--- config.mk ---
export PLATFORM = sky130hd
export DESIGN_NAME = fifo_enq_arbiter
export DESIGN_NICKNAME = d
export VERILOG_FILES = /design/src/rtl/fifo_enq_arbiter.sv
export SDC_FILE = /design/constraint.sdc
export NUM_CORES = 1
export LEC_CHECK = 0
export ABC_AREA = 1
export CAP_MARGIN = 0
export CORE_AREA = 2 2 39 41
export DETAILED_ROUTE_END_ITERATION = 10
export DIE_AREA = 0 0 41 43
export GPL_TIMING_DRIVEN = 0
export PLACE_DENSITY = 0.79
export SLEW_MARGIN = 5
export SYNTH_ARGS = -nofsm -noshare
export SYNTH_HDL_FRONTEND = slang
export SYNTH_SLANG_ARGS = --single-unit
--- constraint.sdc ---
create_clock -name clk -period 2.4 [get_ports clk]
set_input_delay 0.6 -clock clk [delete_from_list [all_inputs] [get_ports clk]]
set_output_delay 0.6 -clock clk [all_outputs]
set_load 0.02 [all_outputs]
--- src/rtl/fifo_enq_arbiter.sv ---
// Packet-atomic two-requester round-robin arbiter in front of a single FIFO enqueue port.
// Optional grant revocation on producer stall is enabled by defining ARB_TIMEOUT_EN.
module fifo_enq_arbiter #(
    parameter int WIDTH   = 8,
    parameter int TIMEOUT = 255
) (
    input  logic             clk,
    input  logic             reset,
    input  logic             req0_valid,
    input  logic [WIDTH-1:0] req0_data,
    input  logic             req0_last,
    output logic             req0_ready,
    input  logic             req1_valid,
    input  logic [WIDTH-1:0] req1_data,
    input  logic             req1_last,
    output logic             req1_ready,
    input  logic             fifo_full,
    output logic             fifo_enq,
    output logic [WIDTH-1:0] fifo_din,
    output logic             grant_id,
    output logic             busy,
    output logic             timeout_evt
);

    typedef enum logic [1:0] {IDLE, GRANT0, GRANT1} state_t;

    state_t           state_reg;
    logic             rr_last_reg;
    logic             owner_valid;
    logic             owner_last;
    logic [WIDTH-1:0] owner_data;
    logic             accept;
    logic [1:0]       ready_vec;

    if (TIMEOUT < 1) begin : g_timeout_range
        $error("fifo_enq_arbiter: TIMEOUT must be at least 1");
    end

    // Owner's byte stream selected by state; IDLE presents nothing, so fifo_din is 0.
    always_comb begin
        owner_valid = 1'b0;
        owner_last  = 1'b0;
        owner_data  = '0;
        case (state_reg)
            GRANT0: begin
                owner_valid = req0_valid;
                owner_last  = req0_last;
                owner_data  = req0_data;
            end
            GRANT1: begin
                owner_valid = req1_valid;
                owner_last  = req1_last;
                owner_data  = req1_data;
            end
            default: ;
        endcase
    end

    assign accept   = owner_valid & ~fifo_full;
    assign fifo_enq = accept;
    assign fifo_din = owner_data;
    assign busy     = (state_reg != IDLE);
    assign grant_id = (state_reg == GRANT1);

    for (genvar gi = 0; gi < 2; gi++) begin : g_ready
        localparam state_t GRANT_STATE = (gi == 0) ? GRANT0 : GRANT1;
        assign ready_vec[gi] = accept & (state_reg == GRANT_STATE);
    end

    assign req0_ready = ready_vec[0];
    assign req1_ready = ready_vec[1];

`ifdef ARB_TIMEOUT_EN
    localparam int STALL_W = $clog2(TIMEOUT + 1);
    localparam logic [STALL_W-1:0] STALL_LAST = STALL_W'(TIMEOUT - 1);

    logic [STALL_W-1:0] stall_cnt_reg;
    logic               timeout_evt_reg;

    assign timeout_evt = timeout_evt_reg;
`else
    assign timeout_evt = 1'b0;
`endif

    always_ff @(posedge clk) begin
        if (reset) begin
            state_reg   <= IDLE;
            rr_last_reg <= 1'b1;
`ifdef ARB_TIMEOUT_EN
            stall_cnt_reg   <= '0;
            timeout_evt_reg <= 1'b0;
`endif
        end else begin
`ifdef ARB_TIMEOUT_EN
            timeout_evt_reg <= 1'b0;
`endif
            case (state_reg)
                IDLE: begin
                    // On a tie the requester that did not finish last wins.
                    if (req0_valid && (!req1_valid || rr_last_reg)) begin
                        state_reg <= GRANT0;
                    end else if (req1_valid) begin
                        state_reg <= GRANT1;
                    end
`ifdef ARB_TIMEOUT_EN
                    stall_cnt_reg <= '0;
`endif
                end
                GRANT0, GRANT1: begin
                    if (accept) begin
`ifdef ARB_TIMEOUT_EN
                        stall_cnt_reg <= '0;
`endif
                        if (owner_last) begin
                            state_reg   <= IDLE;
                            rr_last_reg <= (state_reg == GRANT1);
                        end
                    end
`ifdef ARB_TIMEOUT_EN
                    // Only producer silence counts; FIFO-full back-pressure never revokes.
                    else if (!owner_valid) begin
                        if (stall_cnt_reg == STALL_LAST) begin
                            state_reg       <= IDLE;
                            rr_last_reg     <= (state_reg == GRANT1);
                            timeout_evt_reg <= 1'b1;
                            stall_cnt_reg   <= '0;
                        end else begin
                            stall_cnt_reg <= stall_cnt_reg + 1'b1;
                        end
                    end
`endif
                end
                default: state_reg <= IDLE;
            endcase
        end
    end

endmodule

# Word level (Yosys, flattened, before mapping)
# Index checks and enable logic that the tools add are counted.
# totals
in_bits	23
output_inout_bits	14
reg_bits	3
# classes
n_bitwise	4
n_reduce_logical	8
n_mux	8
n_eq_ne	5
# ops
operator	n
$pmux W8 S2	1
$mux W2	4
$reduce_and A3 Y1	2
$ne A2 B2 Y1 const B	2
$pmux W1 S2	2
$pmux W2 S2	1
$and A1 B1 Y1	3
$ne A3 B3 Y1 const B	1
$eq A2 B1 Y1 const B	1
$eq A2 B2 Y1 const B	1
$logic_not A2 Y1	1
$reduce_bool A2 Y1	1
$reduce_or A2 Y1	1
$logic_and A1 B1 Y1	1
$logic_not A1 Y1	1
$logic_or A1 B1 Y1	1
$not A1 Y1	1

# Longest topological paths before layout
# logic_depth
word_depth	5
depth_mapped	10

# Worst setup path after synthesis
# No wires, ideal clock.
# synth_path
path_kind	reg-to-output
start	register state_reg[0]
end	output fifo_din[6]
path_slack_ns	0.460
path_buffers	1
t_arrival_ns	1.340
stages_incl_launch_ff	6
path_cell_list	dfxtp_1 inv_1 ha_1 buf_2 nand2_1 a21oi_1
# synth_via
elab_chain_cells	2
word_cells_on_any_way	3
classes_between	2 x eq/ne; 1 x mux
# synth_lines
item	line	source
from (decl)	27	state_t state_reg;
from (signal assigned)	87	state_reg <= IDLE;
from (signal assigned)	101	state_reg <= GRANT0;
from (signal assigned)	103	state_reg <= GRANT1;
$eq A2 B2 Y1	--	
named net grant_id	20	output logic grant_id,
$pmux W8 S2	44	case (state_reg)
to (decl)	19	output logic [WIDTH-1:0] fifo_din,
# The timed path passes the listed nets, and every way through them passes these cells.

# Final worst setup path
# layout_path
start	input req0_valid
end	output fifo_enq
# layout_via
elab_chain_cells	2
# layout_lines
item	line	source
from (decl)	9	input logic req0_valid,
$pmux W1 S2	44	
$and A1 B1 Y1	59	assign accept = owner_valid & ~fifo_full;
to (decl)	18	output logic fifo_enq,
# No other way between the ends.

==> results.json <==
{
  "routabilityCongestion": 0.763,
  "finish.net_count": 139,
  "area.growth.synth_to_final_pct": 95.3,
  "initial_core_util_pct": 28.6,
  "yosys.area.top_type_share_pct": 27.5,
  "drt.antenna.violating_nets": 0,
  "drt_pre_antenna_iters": 5,
  "sw_frac_of_total_pct": 50.0,
  "total_number_of_cells_along_the_worst_setup_path": 6,
  "synthesis.area_per_instance_um2": 5.42,
  "grt_start_max_net_pins": 11,
  "clkPwrFrac_pct": 15.0,
  "worst-endpoint-arrival_ns": 1.72,
  "worst-r2r-setup-slack_ns": 0.87,
  "cp-start-kind": "input pin",
  "cp-end-kind": "output pin",
  "clkSinkCount": 3,
  "clk-insertion-delay-late_ns": 0.23,
  "powerDensity_nw_per_um2": 775,
  "synth_top_cell_by_area": "nand2_1",
  "cp_common_cell": "nand2_1",
  "critPathTopFamily": "buffers and inverters",
  "timing_hold_violations_final": 0,
  "vdd_drop_max_uv": 401,
  "drc_markers": 0,
  "yosysWarningCount": 0,
  "timing.hold.worst.class": "flip-flop to flip-flop",
  "core_area_um2": 1380,
  "share_seq_of_total_power_pct": 11.6,
  "worst_setup_hold_path_clk_slew_ns": 0.04,
  "height_of_the_die_um": 43,
  "grt_pass1_vias": 525,
  "synth_fp_nets": 99,
  "setup_viol_count_final": 0,
  "cts_inserted_buffers": 3,
  "pwr-share-comb_pct": 73.4,
  "critical_path_buf_inv_count": 3,
  "synth.cell_area_um2": 395,
  "run_status": "complete, no violations",
  "rr_worst_depth": 8,
  "total_of_hold_buffers_inserted_after_clock_tree_synthesis": 0,
  "worst_path_largest_cell_delay_ns": 0.53,
  "drt-initial-drc-count": 6,
  "net-switching-power_w": 0.000299,
  "cts_max_path_buffers": 2,
  "cp.required_ns": 1.80,
  "synthDistinctLibCells": 16,
  "number_of_h_tree_levels": 1,
  "grt_setup_unrepaired": "false",
  "root_buffer": "clkbuf_4",
  "critPathKind": "input pin to output pin",
  "slew_violations": 0,
  "fmaxAchievable_mhz": 431,
  "place_hpwl_mm": 1.04,
  "first_pass_grt_wire_length_mm": 1.87,
  "synth_seq_cells": 3,
  "path_cells": "clkdlybuf4s50_1, nand2_1, nand2_1, nand2_2, inv_1, clkdlybuf4s15_1",
  "p_int_w": 0.000299,
  "critical_path.max_fanout": 5,
  "postLayoutCoreUtil_pct": 55.8,
  "synth_top_cells_by_area": "nand2_1 (28%), dfxtp_1 (15%), a21oi_1 (14%)",
  "tot_gr_track_use_pct": 15.0,
  "timing.max_cap.violations": 0,
  "critical_path_s_slowest_cell": "clkdlybuf4s50_1",
  "crit_end": "fifo_enq",
  "vias_per_cell": 4.40,
  "critical_path_start": "req0_valid",
  "i_o_pin_total": 37,
  "die_width_um": 41,
  "synth-seq-area-share_pct": 15.2,
  "die_area_um2": 1760,
  "largest_register_ffs": 2,
  "cells_after_synthesis": 73,
  "cts.repair_timing.setup_buffer_count": 0,
  "worst_reg2reg_path_endpoint": "rr_last_reg",
  "vias": 563,
  "total_number_of_placement_rows": 14,
  "worst_r2r_startpoint": "state_reg[0]",
  "globalRoute.totalOverflow": 0,
  "drive_gt1_share_pct": 11.6,
  "n_antenna_cell": 0,
  "min_clock_period_post_route_ns": 2.32,
  "drt-total-wl_mm": 1.28,
  "initial_antenna_violation_count": 0,
  "leakage_nw": 0.387,
  "period_share_pct": 96.6,
  "skew_ns": 0.00517,
  "cts_tree": "done",
  "routedWlPerCell_um": 9.99,
  "fin_total_pwr_w": 0.000598,
  "io_buffer_count": 35
}
[logic make-up (layout without fill, tap and decap cells)]
kind of cell               after synthesis  after routing  share of synthesized area [%]
adders and majority gates                3              3                           9.49
AOI/OAI and AO/OA                       11             11                           13.9
other                                    1              1                          0.948
buffers and inverters                   13             52                           14.6
DFF                                      3              3                           15.2
and+or+nand+nor                         42             42                           45.9
[per-layer routing]
metal / GRT usage, % / wire [um] / vias to the layer above
li1: - / - / 301
met1: 15.1 / 519 / 236
met2: 24.4 / 600 / 26
met3: 6.81 / 158 / 0
met4: 8.00 / 0 / 0
met5: 0 / 0 / -
[how the worst min path moves through the flow]
stage	from	endpoint	cells after the start	slack, ns
2_1_floorplan	rr_last_reg	rr_last_reg	3	0.50
3_3_place_gp	rr_last_reg	rr_last_reg	3	0.54
3_5_place_dp	rr_last_reg	rr_last_reg	3	0.54
4_1_cts	rr_last_reg	rr_last_reg	3	0.55
5_1_grt	rr_last_reg	rr_last_reg	3	0.58
6_report	rr_last_reg	rr_last_reg	3	0.54
[through the flow]
stage	hold slack (ns)	setup WS (ns)	instances	setup TNS (ns)	cell area [um2]
2_1_floorplan	0.502	0.460	73	0	395
3_3_place_gp	0.538	-0.237	124	-0.999	766
3_5_place_dp	0.542	-0.259	124	-1.19	766
4_1_cts	0.550	0.0166	128	0	778
5_1_grt	0.575	0.00810	128	0	772
6_report	0.544	0.0810	128	0	772
[repair_timing]
action,4_1_cts,5_1_grt
cloned,0,0
gates resized for setup,11,5
endpoints found under the setup margin,11,3
[power groups by stage]
| stage | Combinational (W) | Clock, W | Sequential, W |
|---|---|---|---|
| after CTS | 0.000446 | 0.0000942 | 0.0000693 |
| after global placement | 0.000457 | 0 | 0.0000693 |
| final | 0.000439 | 0.0000896 | 0.0000695 |
| after floorplan | 0.000293 | 0 | 0.0000679 |
| after global routing | 0.000493 | 0.0000965 | 0.0000701 |
| after detailed placement | 0.000465 | 0 | 0.0000701 |
[layout make-up]
class	instances	area (um2)
Buffer	3	20.0
Clock buffer	4	26.3
Fill cell	158	612
Inverter	10	37.5
Multi-Input combinational cell	57	278
Sequential cell	3	60.1
Tap cell	16	20.0
Timing Repair Buffer	35	330
[cells in the final DEF (no fill, tap or decap), drive strengths merged]
cell	Yosys	routed
clkdlybuf4s15	0	1
dfxtp	3	3
clkdlybuf4s50	0	24
conb	1	1
ha	3	3
or2	1	1
nor2	7	7
buf	3	3
a21oi	11	11
clkbuf	0	6
nand4	1	1
nand2	30	30
dlygate4sd2	0	8
nand3	3	3
inv	10	10
[worst register-to-register path, delay by kind of cell, from the launching register on]
| kind | cells | cell delay, ns |
|---|---|---|
| AOI/OAI and AO/OA | 1 | 0.07 |
| adders and majority gates | 1 | 0.34 |
| buffers and inverters | 2 | 0.26 |
| DFF | 1 | 0.34 |
| and+or+nand+nor | 4 | 0.48 |
[cell usage after synthesis (all sizes together)]
cell / count
dfxtp: 3
nand4: 1
or2: 1
nor2: 7
a21oi: 11
ha: 3
conb: 1
buf: 3
nand2: 30
inv: 10
nand3: 3
Note: power is estimated with default switching activity, not from simulation.
